--- config.mk ---
export PLATFORM = sky130hd
export DESIGN_NAME = axis_master_fifo
export DESIGN_NICKNAME = d
export VERILOG_FILES = /design/src/rtl/axis_uart_pkg.sv /design/src/rtl/axis_fifo_mem.sv /design/src/rtl/axis_master_fifo.sv
export SDC_FILE = /design/constraint.sdc
export NUM_CORES = 1
export LEC_CHECK = 0
export ABC_AREA = 1
export CAP_MARGIN = 20
export CORE_MARGIN = 2
export CORE_UTILIZATION = 30
export CTS_CLUSTER_SIZE = 12
export DETAILED_ROUTE_END_ITERATION = 7
export GPL_ROUTABILITY_DRIVEN = 0
export PLACE_DENSITY = 0.52
export SLEW_MARGIN = 0
export SYNTH_ARGS = -nofsm -noshare
export SYNTH_HDL_FRONTEND = slang
export SYNTH_SLANG_ARGS = --single-unit
export TNS_END_PERCENT = 100
--- constraint.sdc ---
create_clock -name clk -period 2.73 [get_ports clk]
set_input_delay 0.546 -clock clk [delete_from_list [all_inputs] [get_ports clk]]
set_output_delay 0.546 -clock clk [all_outputs]
set_load 0.05 [all_outputs]
--- src/rtl/axis_uart_pkg.sv ---
// Shared types and helpers for the UART-to-AXIS source path.
// Holds default sizes, the level-width function and the handshake rule.
package axis_uart_pkg;

    localparam int DEF_WIDTH = 8;
    localparam int DEF_DEPTH = 4;

    // Occupancy counter must represent 0..depth inclusive.
    function automatic int level_w(input int depth);
        return $clog2(depth + 1);
    endfunction

    // Occupancy type for the default FIFO depth.
    typedef logic [level_w(DEF_DEPTH)-1:0] level_t;

    // A valid/ready transfer completes when both sides agree in one cycle.
    function automatic logic hs_fire(input logic valid, input logic ready);
        return valid & ready;
    endfunction

endpackage

--- src/rtl/axis_fifo_mem.sv ---
// DEPTH x WIDTH register array: one synchronous write port, one async read.
// Contents are not reset; occupancy tracking lives in the owner.
module axis_fifo_mem #(
    parameter int WIDTH = 8,
    parameter int DEPTH = 4,
    parameter int AW    = $clog2(DEPTH)
) (
    input  logic             clk,
    input  logic             we,
    input  logic [AW-1:0]    waddr,
    input  logic [WIDTH-1:0] wdata,
    input  logic [AW-1:0]    raddr,
    output logic [WIDTH-1:0] rdata
);

    logic [WIDTH-1:0] mem [DEPTH];

    // Store the incoming word on a write strobe.
    always_ff @(posedge clk) begin
        if (we) begin
            mem[waddr] <= wdata;
        end
    end

    assign rdata = mem[raddr];

endmodule

--- src/rtl/axis_master_fifo.sv ---
// AXI-Stream master source stage with a DEPTH-entry first-word-fall-through FIFO.
// Define AXIS_MASTER_FIFO_TLAST_EN to generate TLAST every PKT_LEN beats.
module axis_master_fifo
    import axis_uart_pkg::*;
#(
    parameter int WIDTH   = DEF_WIDTH,
    parameter int DEPTH   = DEF_DEPTH,
    parameter int PKT_LEN = 16
) (
    input  logic                        clk,
    input  logic                        rst_n,
    input  logic                        load_valid,
    input  logic [WIDTH-1:0]            load_data,
    output logic                        load_ready,
    output logic                        m_axis_tvalid,
    output logic [WIDTH-1:0]            m_axis_tdata,
    input  logic                        m_axis_tready,
    output logic                        m_axis_tlast,
    output logic [level_w(DEPTH)-1:0]   level
);

    localparam int AW = $clog2(DEPTH);
    localparam int LW = level_w(DEPTH);
    localparam logic [LW-1:0] LVL_FULL = LW'(DEPTH);
    localparam logic [LW-1:0] LVL_ONE  = LW'(1);
    localparam logic [AW-1:0] PTR_ONE  = AW'(1);

    logic [AW-1:0]    wr_ptr;
    logic [AW-1:0]    rd_ptr;
    logic [WIDTH-1:0] rdata;
    logic             wr_fire;
    logic             rd_fire;

    // Ready depends only on the registered level, never on tready.
    assign load_ready    = (level != LVL_FULL);
    assign m_axis_tvalid = (level != '0);
    // Zero the bus while empty so reset shows a clean 0.
    assign m_axis_tdata  = m_axis_tvalid ? rdata : '0;

    assign wr_fire = hs_fire(load_valid, load_ready);
    assign rd_fire = hs_fire(m_axis_tvalid, m_axis_tready);

    axis_fifo_mem #(
        .WIDTH (WIDTH),
        .DEPTH (DEPTH),
        .AW    (AW)
    ) u_mem (
        .clk   (clk),
        .we    (wr_fire),
        .waddr (wr_ptr),
        .wdata (load_data),
        .raddr (rd_ptr),
        .rdata (rdata)
    );

    // Advance pointers on their handshakes; level tracks net occupancy.
    always_ff @(posedge clk or negedge rst_n) begin
        if (!rst_n) begin
            wr_ptr <= '0;
            rd_ptr <= '0;
            level  <= '0;
        end else begin
            if (wr_fire) begin
                wr_ptr <= wr_ptr + PTR_ONE;
            end
            if (rd_fire) begin
                rd_ptr <= rd_ptr + PTR_ONE;
            end
            case ({wr_fire, rd_fire})
                2'b10:   level <= level + LVL_ONE;
                2'b01:   level <= level - LVL_ONE;
                default: level <= level;
            endcase
        end
    end

`ifdef AXIS_MASTER_FIFO_TLAST_EN
    localparam int CW = $clog2(PKT_LEN) + 1;
    localparam logic [CW-1:0] LAST_BEAT = CW'(PKT_LEN - 1);
    localparam logic [CW-1:0] CNT_ONE   = CW'(1);

    logic [CW-1:0] beat_cnt;

    assign m_axis_tlast = m_axis_tvalid && (beat_cnt == LAST_BEAT);

    // Count completed beats; wrap after the beat that carried TLAST.
    always_ff @(posedge clk or negedge rst_n) begin
        if (!rst_n) begin
            beat_cnt <= '0;
        end else if (rd_fire) begin
            beat_cnt <= m_axis_tlast ? '0 : beat_cnt + CNT_ONE;
        end
    end
`else
    assign m_axis_tlast = 1'b0;
`endif

endmodule

Word-level counts from Yosys, hierarchy flattened
Memories as Yosys holds them, arrays and structs flattened.
Index checks and enable logic that the tools add are counted.
- register bits after elaboration: 7
- RAM bits: 32
- input bits: 12
- output and inout port bits: 14
- logic and storage cells: 19
- memories kept: 1
- memories (name ; words ; width ; read ports ; clocked after memory_dff ; write ports ; line ; RTL):
    u_mem.mem ; 4 ; 8 ; 1 ; 0 ; 1 ; axis_fifo_mem.sv:16 ; logic [WIDTH-1:0] mem [DEPTH];
- add/sub/neg operators: 4
- equal/unequal tests: 3
- mux-type cells: 4
- bitwise operators: 2
- reduce and logical (&&, ||, !) cells: 2
- operator list (cell ; number):
    $mux 8 ; 1
    $pmux 3 s2 ; 1
    $add 2x1->2 const B ; 2
    $add 3x1->3 const B ; 1
    $ne 3x3->1 const B ; 1
    $reduce_bool 3->1 ; 1
    $sub 3x1->3 const B ; 1
    $and 1x1->1 ; 2
    $eq 2x1->1 const B ; 1
    $eq 2x2->1 const B ; 1
    $mux 1 ; 2
    $reduce_bool 2->1 ; 1

Longest topological paths before layout
Gate-level depths: netlist of the first run.
- word-level depth: 4
- mapped depth: 12
- gate-level depth less buffers: 12

By module
Synthesis of the first run repeated with hierarchy kept, for this count alone.
- cells, all modules: 205
- area, all modules: 1885.6 sq um
- modules (own cells, without submodules) (module ; instances ; cells each ; area an instance (sq um) ; seq. area each (sq um)):
    axis_fifo_mem ; 1 ; 133 ; 1387.6 ; 960.9
    axis_master_fifo ; 1 ; 72 ; 498.0 ; 175.2

Worst setup path after synthesis of the first run
Ideal clock, no wire load.
- kind: register to output
- start: register level[0]
- end: output port m_axis_tdata[0]
- arrival time: 2.028 ns
- path slack: 0.156 ns
- stages on the path, launching flop included: 5
- cell sequence: dfrtp_1 -> inv_1 -> nand3_2 -> inv_2 -> a21oi_1
- longest elaborated chain between the ends: 2
- ends and longest elaborated chain (element ; line ; RTL):
    from (decl) ; axis_master_fifo.sv:19 ; output logic [level_w(DEPTH)-1:0] level
    from (signal assigned) ; axis_master_fifo.sv:70 ; 2'b10: level <= level + LVL_ONE;
    from (signal assigned) ; axis_master_fifo.sv:71 ; 2'b01: level <= level - LVL_ONE;
    from (signal assigned) ; axis_master_fifo.sv:72 ; default: level <= level;
    $reduce_bool 3->1 ; axis_master_fifo.sv:36 ; assign m_axis_tvalid = (level != '0);
    named net m_axis_tvalid ; axis_master_fifo.sv:15 ; output logic m_axis_tvalid,
    $mux 8 ; axis_master_fifo.sv:38 ; assign m_axis_tdata = m_axis_tvalid ? rdata : '0;
    to (decl) ; axis_master_fifo.sv:16 ; output logic [WIDTH-1:0] m_axis_tdata,
The timed path passes the listed nets, and every way through them passes these cells.

Final worst setup path of the first run
- start: register level[0]
- end: output port load_ready
- longest elaborated chain between the ends: 1
- ends and longest elaborated chain (element ; line ; RTL):
    $ne 3x3->1 ; axis_master_fifo.sv:35 ; assign load_ready = (level != LVL_FULL);
    to (decl) ; axis_master_fifo.sv:14 ; output logic load_ready,
Every way passes these cells.

==> results, run 1 <==
- The clock insertion delay at the later pin of the skew report is 0.29 ns.
- The number of DRC violations after detailed routing is 0.
- Per report_power, the combinational group accounts for a little over half of the total.
- The hold-fix buffer count after cts is 0.
- Clock tree synthesis found a total of 39 sinks.
- The floorplan step set the die height to between 80 and 90 um.
- The I/O pin count is 26.
- The chip width is approximately 83 um.
- The count of final max-slew check failures is 0.
- Cells fill between 30% and 40% of the core in the end.
- The share of the cycle needed by the critical path after routing is 83.5%.
- The total area inside the core boundary comes to 5960 um2.
- The longest clock path from root to sink contains 2 buffers.
- The die covers about 7000 um2.
- CTS built an H-tree with a depth of 2.
- In the synthesized netlist the async set-or-reset flop fraction comes to about 18%.
- Synthesis produced 184 cells.
- Setup violations remaining at the end of the flow were counted as 0.
- After synthesis, the largest area contributor takes up 51.8% of total cell area.
- Of all cell types, the one taking the most synthesized area is edfxtp_1.
- The worst register-to-register path begins at level[0]$_DFFE_PN0P_.
- At the worst endpoint, the arrival time is roughly 1.7 ns.
- In the post-route analysis, the smallest setup slack over all paths is between 0.4 and 0.5 ns.
- The routed layout has between 1000 and 1500 vias.
- The clock transition at the registers of the reported paths is roughly 0.080 ns.
- The root cell of the clock tree is clkbuf_8.
- The number of violations of the max-capacitance limit is 0.
- In this run switching power makes up around 46% of total power.
- The HPWL reported at the end of detailed placement is about 2.3 mm.
- For this run the aggregate overflow at the end of global routing stands at 0.
- The power per unit of standard cell area is 1250 nW/um2.
- Of the cells placed in the final design, the portion with a size suffix greater than 1 is between 10 and 15%.
- During synthesis, Yosys emitted a total of 0 warnings.
- Once the floorplan was initialized, standard cells occupied a little under a third of the core.
- For this run, the post-layout net count is around 230.
- After clock tree synthesis, the setup repair step added 0 buffers.
- Per report_power, the sequential group accounts for a little under a third of the total.
- Setup repair after global routing left no endpoint under its margin.
- In this run the worst hold path is classified as in -> async.
- The detail-routed via count per cell is 4.10.
- Timing analysis after detailed placement gives a worst setup slack of approximately 0.52 ns.
- The startpoint type of the worst setup path is a flop.
- Ranked by instance count, the synthesized netlist is headed by 46 x inv_1, 44 x nand2_1, 32 x edfxtp_1.
- Entering global routing, the biggest net connects 19 pins.
- Hold timing on the final database bottoms out at a slack of about 0.5 ns.
- The end of the worst register-to-register path is level[2]$_DFFE_PN0P_.
- TritonCTS created 5 clock buffers.
- The final count of hold timing violations is 0.
- The number of cells traversed by the worst register-to-register path is 10.
- Clock skew on the completed layout was measured at 0.00368 ns.
- For the worst setup path, the data required time is around 2.2 ns.
- The number of global-route vias before repair was roughly 1100.
- Setup total negative slack on the finished layout was measured at 0 ns.
- The share of synthesized area occupied by flip-flops and latches is between 60% and 70%.
- The internal portion of the total power is approximately 1.5 mW.
- The routed design could run at a clock period as short as ~2.3 ns.
- The clock network burns about 17% of the power.
- The most frequently used flop master after synthesis is edfxtp_1.
- The flow ran to the end, and the final reports show no timing, DRC or antenna violations.
- Including well taps, the total number of placed cells is roughly 280.
- The worst setup path is of the reg -> out kind.
- The count of TritonRoute iterations in the first routing pass is 4.
- The maximum clock rate is 0.439 GHz.
- Counting the fill cells in the layout gives 617.
- Yosys mapped a number of flops with a built-in enable equal to 32.
- The first global-routing pass estimated about 5.3 mm of wire.
- In the final routed layout, each cell accounts on average for about 12 um.
- In this run the static leakage power is 1.05 nW.
- TritonCTS built the clock tree.
- The per-instance average area after synthesis is approximately 10 um2.
- Once placement finished, the instance area stood at 2160 um2.
- The most common cell in the netlist is inv_1.
- Ranked by total cell area, the synthesized netlist is headed by edfxtp_1 52%, dfrtp_1 9.4%, inv_1 9.3%, nand2_1 8.9%, nand3_1 5.1%.
- The count of buffers added on input and output ports is 24.
- The worst setup path is captured at a primary output.
- The highest net fanout along the worst path is 4.
- The netlist area before placement is approximately 1900 um2.
- The number of antenna violations at the first check in global routing was 0.
- The final layout contains routed wiring with a total length of ~3.5 mm.
- After routing the design area is 2270 um2.
- For flop-to-flop paths, the worst setup slack is 0.86 ns.
- The number of instances resized during post-cts repair is 0.
- The post-route antenna net violation count is 0.
- The number of diodes is 0.
- In this run the core area contains 28 standard-cell rows.
- Global routing consumed, over all layers together, between 10% and 20% of the routing resources.
- Counting every net in the synthesized netlist gives roughly 200.
- The power consumption is approximately 2.8 mW.
- Leaving out filler cells and counting taps, the final layout contains about 290.
- The switching power of the nets is 1.31 mW.
- The peak supply drop is ~0.45 mV.
- The area growth from synthesis to layout is 22.6%.
- The flop and latch count out of synthesis is 39.
- The count of unique library cells instantiated by Yosys is 21.
- The detailed router's first-iteration violation count is between 60 and 70.
[flip-flops by register name (all words and copies together) (netlist names)]
name and cells:
u_mem.mem 32, level 3, rd_ptr 2, wr_ptr 2
[cell families after synthesis]
kind of cell	after synthesis	synth area share [%]
buf+inv	53	12.8
xor+xnor	2	0.944
other cells	1	0.202
simple gates	73	17.5
compound gates	10	2.90
fa+ha+maj	6	4.45
flops	39	61.2
[worst max-delay path by stage]
stage / from / endpoint / slack (ns) / cells past startpoint
global route: level[0]$_DFFE_PN0P_ / m_axis_tvalid / 0.36 / 3
finish: level[0]$_DFFE_PN0P_ / load_ready / 0.45 / 3
floorplan: level[0]$_DFFE_PN0P_ / m_axis_tdata[0] / 0.16 / 4
detailed placement: m_axis_tready / level[2]$_DFFE_PN0P_ / 0.52 / 10
global placement: m_axis_tready / level[2]$_DFFE_PN0P_ / 0.55 / 10
CTS: level[0]$_DFFE_PN0P_ / load_ready / 0.43 / 3
[metal layers]
metal,part of all wire (%),GRT usage (%),vias up
met5,0,0,-
met2,48,19.4,21
met4,2.5,7.05,0
met3,4.2,3.26,6
met1,45,13.0,538
li1,-,-,632
[layout make-up]
type	count	area (um2)	area share, %
clock buffer	5	68.8	3.03
sequential	39	1140	49.9
inverter	48	185	8.14
timing repair buffer	30	265	11.7
clock inverter	3	43.8	1.93
multi-input combinational	92	482	21.2
tap	75	93.8	4.13
[power by group through the flow]
| stage | clock (mW) | sequential (mW) | combinational, mW |
|---|---|---|---|
| 2_1_floorplan | 0 | 0.944 | 1.05 |
| 6_report | 0.477 | 0.868 | 1.50 |
| 3_3_place_gp | 0 | 0.882 | 1.51 |
| 3_5_place_dp | 0 | 0.884 | 1.52 |
| 5_1_grt | 0.520 | 0.885 | 1.64 |
| 4_1_cts | 0.496 | 0.870 | 1.52 |
[layout by cell type, fill, tap and decap left out, types with 2 or more instances in the layout]
master	count
nor2_1	4
inv_1	46
nand2_2	2
edfxtp_1	32
a21oi_1	7
dfrtp_1	7
nand3_1	19
clkdlybuf4s50_1	16
clkbuf_8	5
xnor2_1	2
buf_4	14
ha_1	5
nand2_1	44
nand3_2	3
[critical path, cell delays in order, from the launching register on]
cell and delay, ns:
dfrtp_1 0.39, inv_1 0.11, nand3_2 0.13, clkdlybuf4s50_1 0.81
(Power assumes the default switching activity.)
==> run 2, diff against run 1 <==
==> constraint.sdc (replaced) <==
create_clock -name clk -period 2.19 [get_ports clk]
set_input_delay 0.438 -clock clk [delete_from_list [all_inputs] [get_ports clk]]
set_output_delay 0.438 -clock clk [all_outputs]
set_load 0.05 [all_outputs]
==> results, run 2 (synthesized netlist as in run 1, its figures left out) <==
- The flow ran to the end, and the final reports show no timing, DRC or antenna violations.
- The global-route wire length before repair is 5.33 mm (-0.13%).
- The total wire length after detailed routing is 3.34 mm (-4.8%).
- The data arrival time at the worst-slack endpoint is 1.54 ns (-0.19 ns).
- The clock skew after layout was 0.00639 ns (+0.00271 ns).
- The ratio of cells with drive above 1 in the final layout is 15.5% (+1.7 points).
- The number of antenna violations at the first check in global routing is 0 (unchanged).
- The number of DRC violations after detailed routing is 0 (unchanged).
- The overall routing resource usage was 11.2% (-0.40 points).
- The share of the cycle needed by the critical path after routing is between 90% and 100%.
- The number of buffer cells added on primary ports is 24 (unchanged).
- Counting flops per register, the top entry is u_mem.mem.
- The number of diodes is 0 (unchanged).
- The startpoint type of the worst setup path is a flop.
- The number of core rows is 28 (unchanged).
- The total grt overflow is 0 (unchanged).
- The clock insertion delay at the later pin of the skew report came to 0.28 ns (about the same).
- The leakage power of the design is 1.10 nW (+4.7%).
- The chip width is 82.6 um (unchanged).
- The pre-CTS setup slack is 0.107 ns (-0.414 ns).
- Setup repair after global routing left no endpoint under its margin.
- The number of sinks handled by clock tree synthesis is 39 (unchanged).
- TritonCTS built the clock tree.
- The most common cell after layout, fill and taps aside is inv_1.
- The peak per-stage delay on the critical path is 0.37 ns (-0.44 ns).
- The root cell of the clock tree is clkbuf_8.
- The CTS buffer count was 5 (unchanged).
- The signal on the critical path passes through inv_1 > nand3_1 > a21oi_1 > buf_12.
- The largest net degree at the start of global routing is 18 (-1).
- The peak supply drop is 0.920 mV (+100%).
- The cell count after placement is 286 (+0.70%).
- The count of TritonRoute iterations in the first routing pass is 4 (unchanged).
- The total setup violations reported at the end of the flow is 0 (unchanged).
- The flip-flop count of the largest register after layout is 32 (unchanged).
- The detailed router's first-iteration violation count came to 55 (-9.8%).
- The max-slew headroom at the worst pin is 66.6%.
- The worst hold-check path type is in -> async.
- In the layout the commonest cells are 46 x inv_1, 44 x nand2_1, 32 x edfxtp_1.
- The count of final max-slew check failures came to 0 (unchanged).
- The final net count came to 236 (+0.85%).
- The worst setup path is captured at a primary output.
- The worst-case clock buffer depth was 2 (unchanged).
- The slowest stage of the critical path is the dfrtp_1 cell.
- The shortest period the worst path allows is 1.98 ns.
- The vias after detailed routing is 1195 (-0.17%).
- The average wire length per cell after detail routing came to 11.4 um (-5.4%).
- The detail-routed via count per cell is 4.06 (-0.85%).
- The number of global-route vias before repair was 1116 (+0.63%).
- The total die area is 6830 um2 (unchanged).
- The utilization after layout is 40.7% (+2.5 points).
- The data required time at the worst endpoint was 1.75 ns (-0.43 ns).
- The HPWL reported at the end of detailed placement is 2.34 mm (+1.9%).
- The post-route antenna net violation count is 0 (unchanged).
- Based on the critical path, the design can be clocked at up to a little over 0.5 GHz.
- The final count of hold timing violations came to 0 (unchanged).
- The clock transition at the registers of the reported paths was 0.07 ns (about the same).
- The I/O pin count is 26 (unchanged).
- The y dimension of the die came to 82.6 um (unchanged).
- The tightest hold margin is 0.428 ns (-0.0786 ns).
- The effective utilization at floorplan is 31.2% (unchanged).
- From synthesis to final layout, the design area changed by 30.5%.
- The core area is 5960 um2 (unchanged).
- The total number of H-tree levels was 2 (unchanged).
- The number of cells in the finished layout apart from fillers is 294 (+0.68%).
- The highest net fanout along the worst path came to 8 (+4).
- The largest registers in the layout are u_mem.mem x32, level x3.
- The power per unit of standard cell area came to 1670 nW/um2 (+33%).
- At the pin with the least slew margin, the transition time is between 0.4 and 0.5 ns.
- The number of violations of the max-capacitance limit came to 0 (unchanged).
- The power consumption is 4.03 mW (+42%).
- The worst setup path is of the reg -> out kind.
- The final worst setup slack is 0.211 ns (-0.240 ns).
==> run 2: worst paths after layout <==
path / slack, ns / endpoint / cells after the start / startpoint
min in group clk: 0.49 / level[0]$_DFFE_PN0P_ / 1 / level[0]$_DFFE_PN0P_
hold reg to reg: 0.49 / level[0]$_DFFE_PN0P_ / 1 / level[0]$_DFFE_PN0P_
max in group asynchronous: 1.48 / level[1]$_DFFE_PN0P_ / 1 / rst_n
hold / removal: 0.43 / wr_ptr[0]$_DFFE_PN0P_ / 1 / rst_n
setup reg to reg: 0.36 / level[2]$_DFFE_PN0P_ / 10 / level[0]$_DFFE_PN0P_
setup / recovery: 0.21 / m_axis_tdata[4] / 4 / rd_ptr[1]$_DFFE_PN0P_
==> run 2: critical path, delay by kind of cell, from the launching register on <==
family | cells | cell delay, ns
buffers and inverters | 2 | 0.47
flip-flops | 1 | 0.37
AO/OA/AOI/OAI | 1 | 0.30
AND/OR/NAND/NOR | 1 | 0.12
==> run 2: report_power, final <==
group	internal (mW)	switching [mW]
logic	0.890	1.37
clock network	0.455	0.226
registers	1.00	0.0878
==> run 2: through the flow <==
| step | area, um2 | TNS (ns) |
|---|---|---|
| global route | 2420 | 0 |
| floorplan | 1870 | -0.867 |
| global placement | 2290 | 0 |
| detailed placement | 2290 | 0 |
| CTS | 2420 | 0 |
| finish | 2420 | 0 |
==> run 2: layout make-up <==
| type | instances | area [um2] |
|---|---|---|
| clock inverters | 2 | 60.1 |
| repair buffers | 32 | 382 |
| well taps | 75 | 93.8 |
| inverters | 48 | 185 |
| fillers | 579 | 3530 |
| clock buffers | 6 | 72.6 |
| multi-input cells | 92 | 489 |
| flip-flops and latches | 39 | 1140 |
==> run 2: layer usage <==
metal | part of all wire (%) | track usage (%)
met5 | 0 | 0
met4 | 1.6 | 5.41
met3 | 3.0 | 3.37
met2 | 49 | 18.3
met1 | 47 | 13.4
==> run 2: what timing repair did <==
item,in CTS,in global routing
setup endpoints to repair,1,1
hold buffers,0,0
hold endpoints to repair,0,0
gates resized for setup,1,1
pin swaps,0,0
setup buffers,0,0
gates cloned,0,0
==> run 3, diff against run 2 <==
--- a/config.mk
+++ b/config.mk
@@ -9,7 +9,6 @@
 export CAP_MARGIN = 20
 export CORE_MARGIN = 2
 export CORE_UTILIZATION = 30
-export CTS_CLUSTER_SIZE = 12
 export DETAILED_ROUTE_END_ITERATION = 7
 export GPL_ROUTABILITY_DRIVEN = 0
 export PLACE_DENSITY = 0.52
==> results of run 3 <==
The final DEF is identical to that of run 2; final timing and power are the same.
==> edit (config.mk and constraints of run 3) <==
Build with the macro `AXIS_MASTER_FIFO_TLAST_EN` defined.
--- a/src/rtl/axis_master_fifo.sv
+++ b/src/rtl/axis_master_fifo.sv
@@ -2,2 +2,4 @@
 // Define AXIS_MASTER_FIFO_TLAST_EN to generate TLAST every PKT_LEN beats.
+`define AXIS_MASTER_FIFO_TLAST_EN
+
 module axis_master_fifo
Formal check against the unedited RTL: same outputs for any inputs over 10 cycles, from zero or initial values and one cycle with rst_n low; that may be too few to reach the edited logic, so the function may still have changed.
==> edit against run 3 <==
  * Largest power group unchanged
  * Critical path type unchanged
  * Core utilization shrank 0.82 points
  * Sequential cell count is 5 higher
  * Hold slack better by 0.062 ns
  * Final area is 9.9% higher
  * Setup slack got worse by 0.13 ns
  * First-iteration DRC count is 42% lower
  * Synthesized cell count is 1.6% lower
  * Total power is 9.0% higher
  * Wire length up 11%
  * Area after synthesis grew 9.7%
==> edit: results (changes against run 3) <==
[worst_setup_path]
crit_path_max_incr_delay_ns=0.50  ; was 0.37 ns
critPathArrivalTime_ns=1.67  ; was 1.54 ns
worstReg2RegEnd=level[2]  ; unchanged
critical_path.startpoint=rd_ptr[0]  ; was rd_ptr[1]
path_max_fanout=13  ; was 8
rrSetupSlack_ns=0.35
crit_end=m_axis_tdata[4]  ; unchanged
r2r_cells=9  ; was 10
cp_slowest_cell=dfrtp_2  ; was dfrtp_1
r2r-start=level[1]  ; was level[0]

[global_routing]
met3_usage_pct=2.67  ; was 3.37%
met1_usage_pct=12.7  ; was 13.4%
grt_pass1_wl_um=5890  ; was 5330 um
use_met2_pct=17.6  ; was 18.3%
grt_usage_pct=10.5  ; was 11.2%
antenna_found_initial=0  ; unchanged
grt_start_max_net_pins=18  ; unchanged
first_global_vias=1249  ; was 1116

[clock_network]
clock_latency_ns=0.29
clkSlewWorstSetupHoldPaths_ns=0.08
clk_path_buf_depth=2  ; unchanged
cts_buffers=5  ; unchanged
htreeDepth=2  ; unchanged
cts_root_buf=clkbuf_8  ; unchanged

[logic_synthesis]
synthArstFlopShare_pct=27.3  ; was 17.9%
synthDistinctLibCells=27  ; was 21
synth_edf_count=32  ; unchanged
avgSynthCellArea_um2=11.2  ; was 10.1 um^2
synth_area_leaders=edfxtp_1, dfrtp_1, nand2_1, nor2_1, ha_1  ; was edfxtp_1, dfrtp_1, inv_1, nand2_1, nand3_1
synth_nets=200  ; was 202
ys_warn_count=0  ; unchanged
ys_seq_area_share_pct=62.0  ; was 61.2%
synthTopCellsByCount=nand2_1, edfxtp_1, nor2_1  ; was inv_1, nand2_1, edfxtp_1

[hold_path]
min-delay-path-class=input pin to async pin  ; unchanged

[outcome]
status=finished, final reports clean  ; unchanged

[sta]
clock_skew_ns=0.00339  ; was 0.00639 ns
slew_headroom_pct=63.8  ; was 66.6%
holdWs_ns=0.489  ; was 0.428 ns

[finish]
finalNonFillerCells=303  ; was 294
diodes=0  ; unchanged
drive_above_1_share_pct=22.9  ; was 15.5%
reg_top3=u_mem.mem (32), beat_cnt (5), level (3)  ; was u_mem.mem (32), level (3)
final.fill_count=654  ; was 579
fin_nets=241  ; was 236

[detailed_routing]
drtIter0Drc=32  ; was 55
wl_per_cell_um=12.2  ; was 11.4 um
first_pass_iters=4  ; unchanged
via_count=1307  ; was 1195

[placed_design]
dp_hpwl_um=2380  ; was 2340 um
dp_cells=291  ; was 286
portBuffers=25  ; was 24

[pwr]
p_int_uw=2480  ; was 2350 uW
vdd_ir_drop_max_uv=842  ; was 920 uV
leakagePower_uw=0.00109  ; was 0.00110 uW

edit: cell count changes after synthesis, sizes merged:
cell,change
nand3b,+1
conb,-1
buf,-1
a21oi,+2
ha,+1
a21boi,+1
xor2,+3
dfrtp,+5
inv,-31
nand3,-17
nor2,+20
o21ai,+9
nand2,+5
edit: per-layer routing:
layer  share of wire [%]  routed length [um]
met1                  44                1620
met2                  51                1900
met3                 3.2                 117
met4                 1.9                  72
met5                   0                   0
edit: power groups by stage:
stage / Sequential [uW] / Clock [uW] / Combinational (uW)
after floorplan: 1360 / 0 / 1430
after global placement: 1310 / 0 / 2390
after detailed placement: 1310 / 0 / 2410
after CTS: 1300 / 643 / 2410
after global routing: 1340 / 675 / 2650
final: 1310 / 624 / 2460
edit: cell families after synthesis:
group | count (synthesis) | synth area share, %
AND/OR/NAND/NOR | 82 | 18.9
flip-flops | 44 | 62.0
AO/OA/AOI/OAI | 22 | 6.27
buffers and inverters | 21 | 5.29
adder cells (fa/ha/maj) | 7 | 4.67
XOR/XNOR | 5 | 2.89
edit: how the worst min path moves through the flow:
stage               from     endpoint
2_1_floorplan      rst_n  beat_cnt[0]
3_3_place_gp   rd_ptr[1]    rd_ptr[1]
3_5_place_dp   rd_ptr[1]    rd_ptr[1]
4_1_cts        rd_ptr[1]    rd_ptr[1]
5_1_grt            rst_n  beat_cnt[4]
6_report           rst_n     level[0]
edit: worst max-delay path: cells and delay by family (launching register included):
family                 cells  cell delay [ns]
AO/OA/AOI/OAI              1             0.25
AND/OR/NAND/NOR            3             0.18
flip-flops                 1             0.50
buffers and inverters      3             0.45
edit: layout make-up:
cell class / count / area (um^2) / share of cell area, %
clock inverters: 3 / 46.3 / 1.74
multi-input cells: 116 / 678 / 25.5
repair buffers: 37 / 428 / 16.1
well taps: 80 / 100 / 3.76
clock buffers: 5 / 68.8 / 2.58
repair inverters: 1 / 7.51 / 0.282
inverters: 17 / 70.1 / 2.63
flip-flops and latches: 44 / 1260 / 47.5
edit: through the flow:
| step | area (um^2) | worst slack [ns] | utilization [%] |
|---|---|---|---|
| 4_1_cts | 2620 | 0.0418 | 39.2 |
| 2_1_floorplan | 2040 | -0.198 | - |
| 5_1_grt | 2660 | 0.00150 | 39.9 |
| 6_report | 2660 | 0.0803 | 39.9 |
| 3_3_place_gp | 2500 | -0.0948 | 37.5 |
| 3_5_place_dp | 2500 | -0.130 | 37.5 |
edit: timing repair:
action                                  4_1_cts  5_1_grt
gates cloned                                  0        1
setup buffers                                 0        3
hold buffers                                  0        0
endpoints found under the setup margin        5        8
gates resized for setup                       4        5
endpoints found under the hold margin         0        0
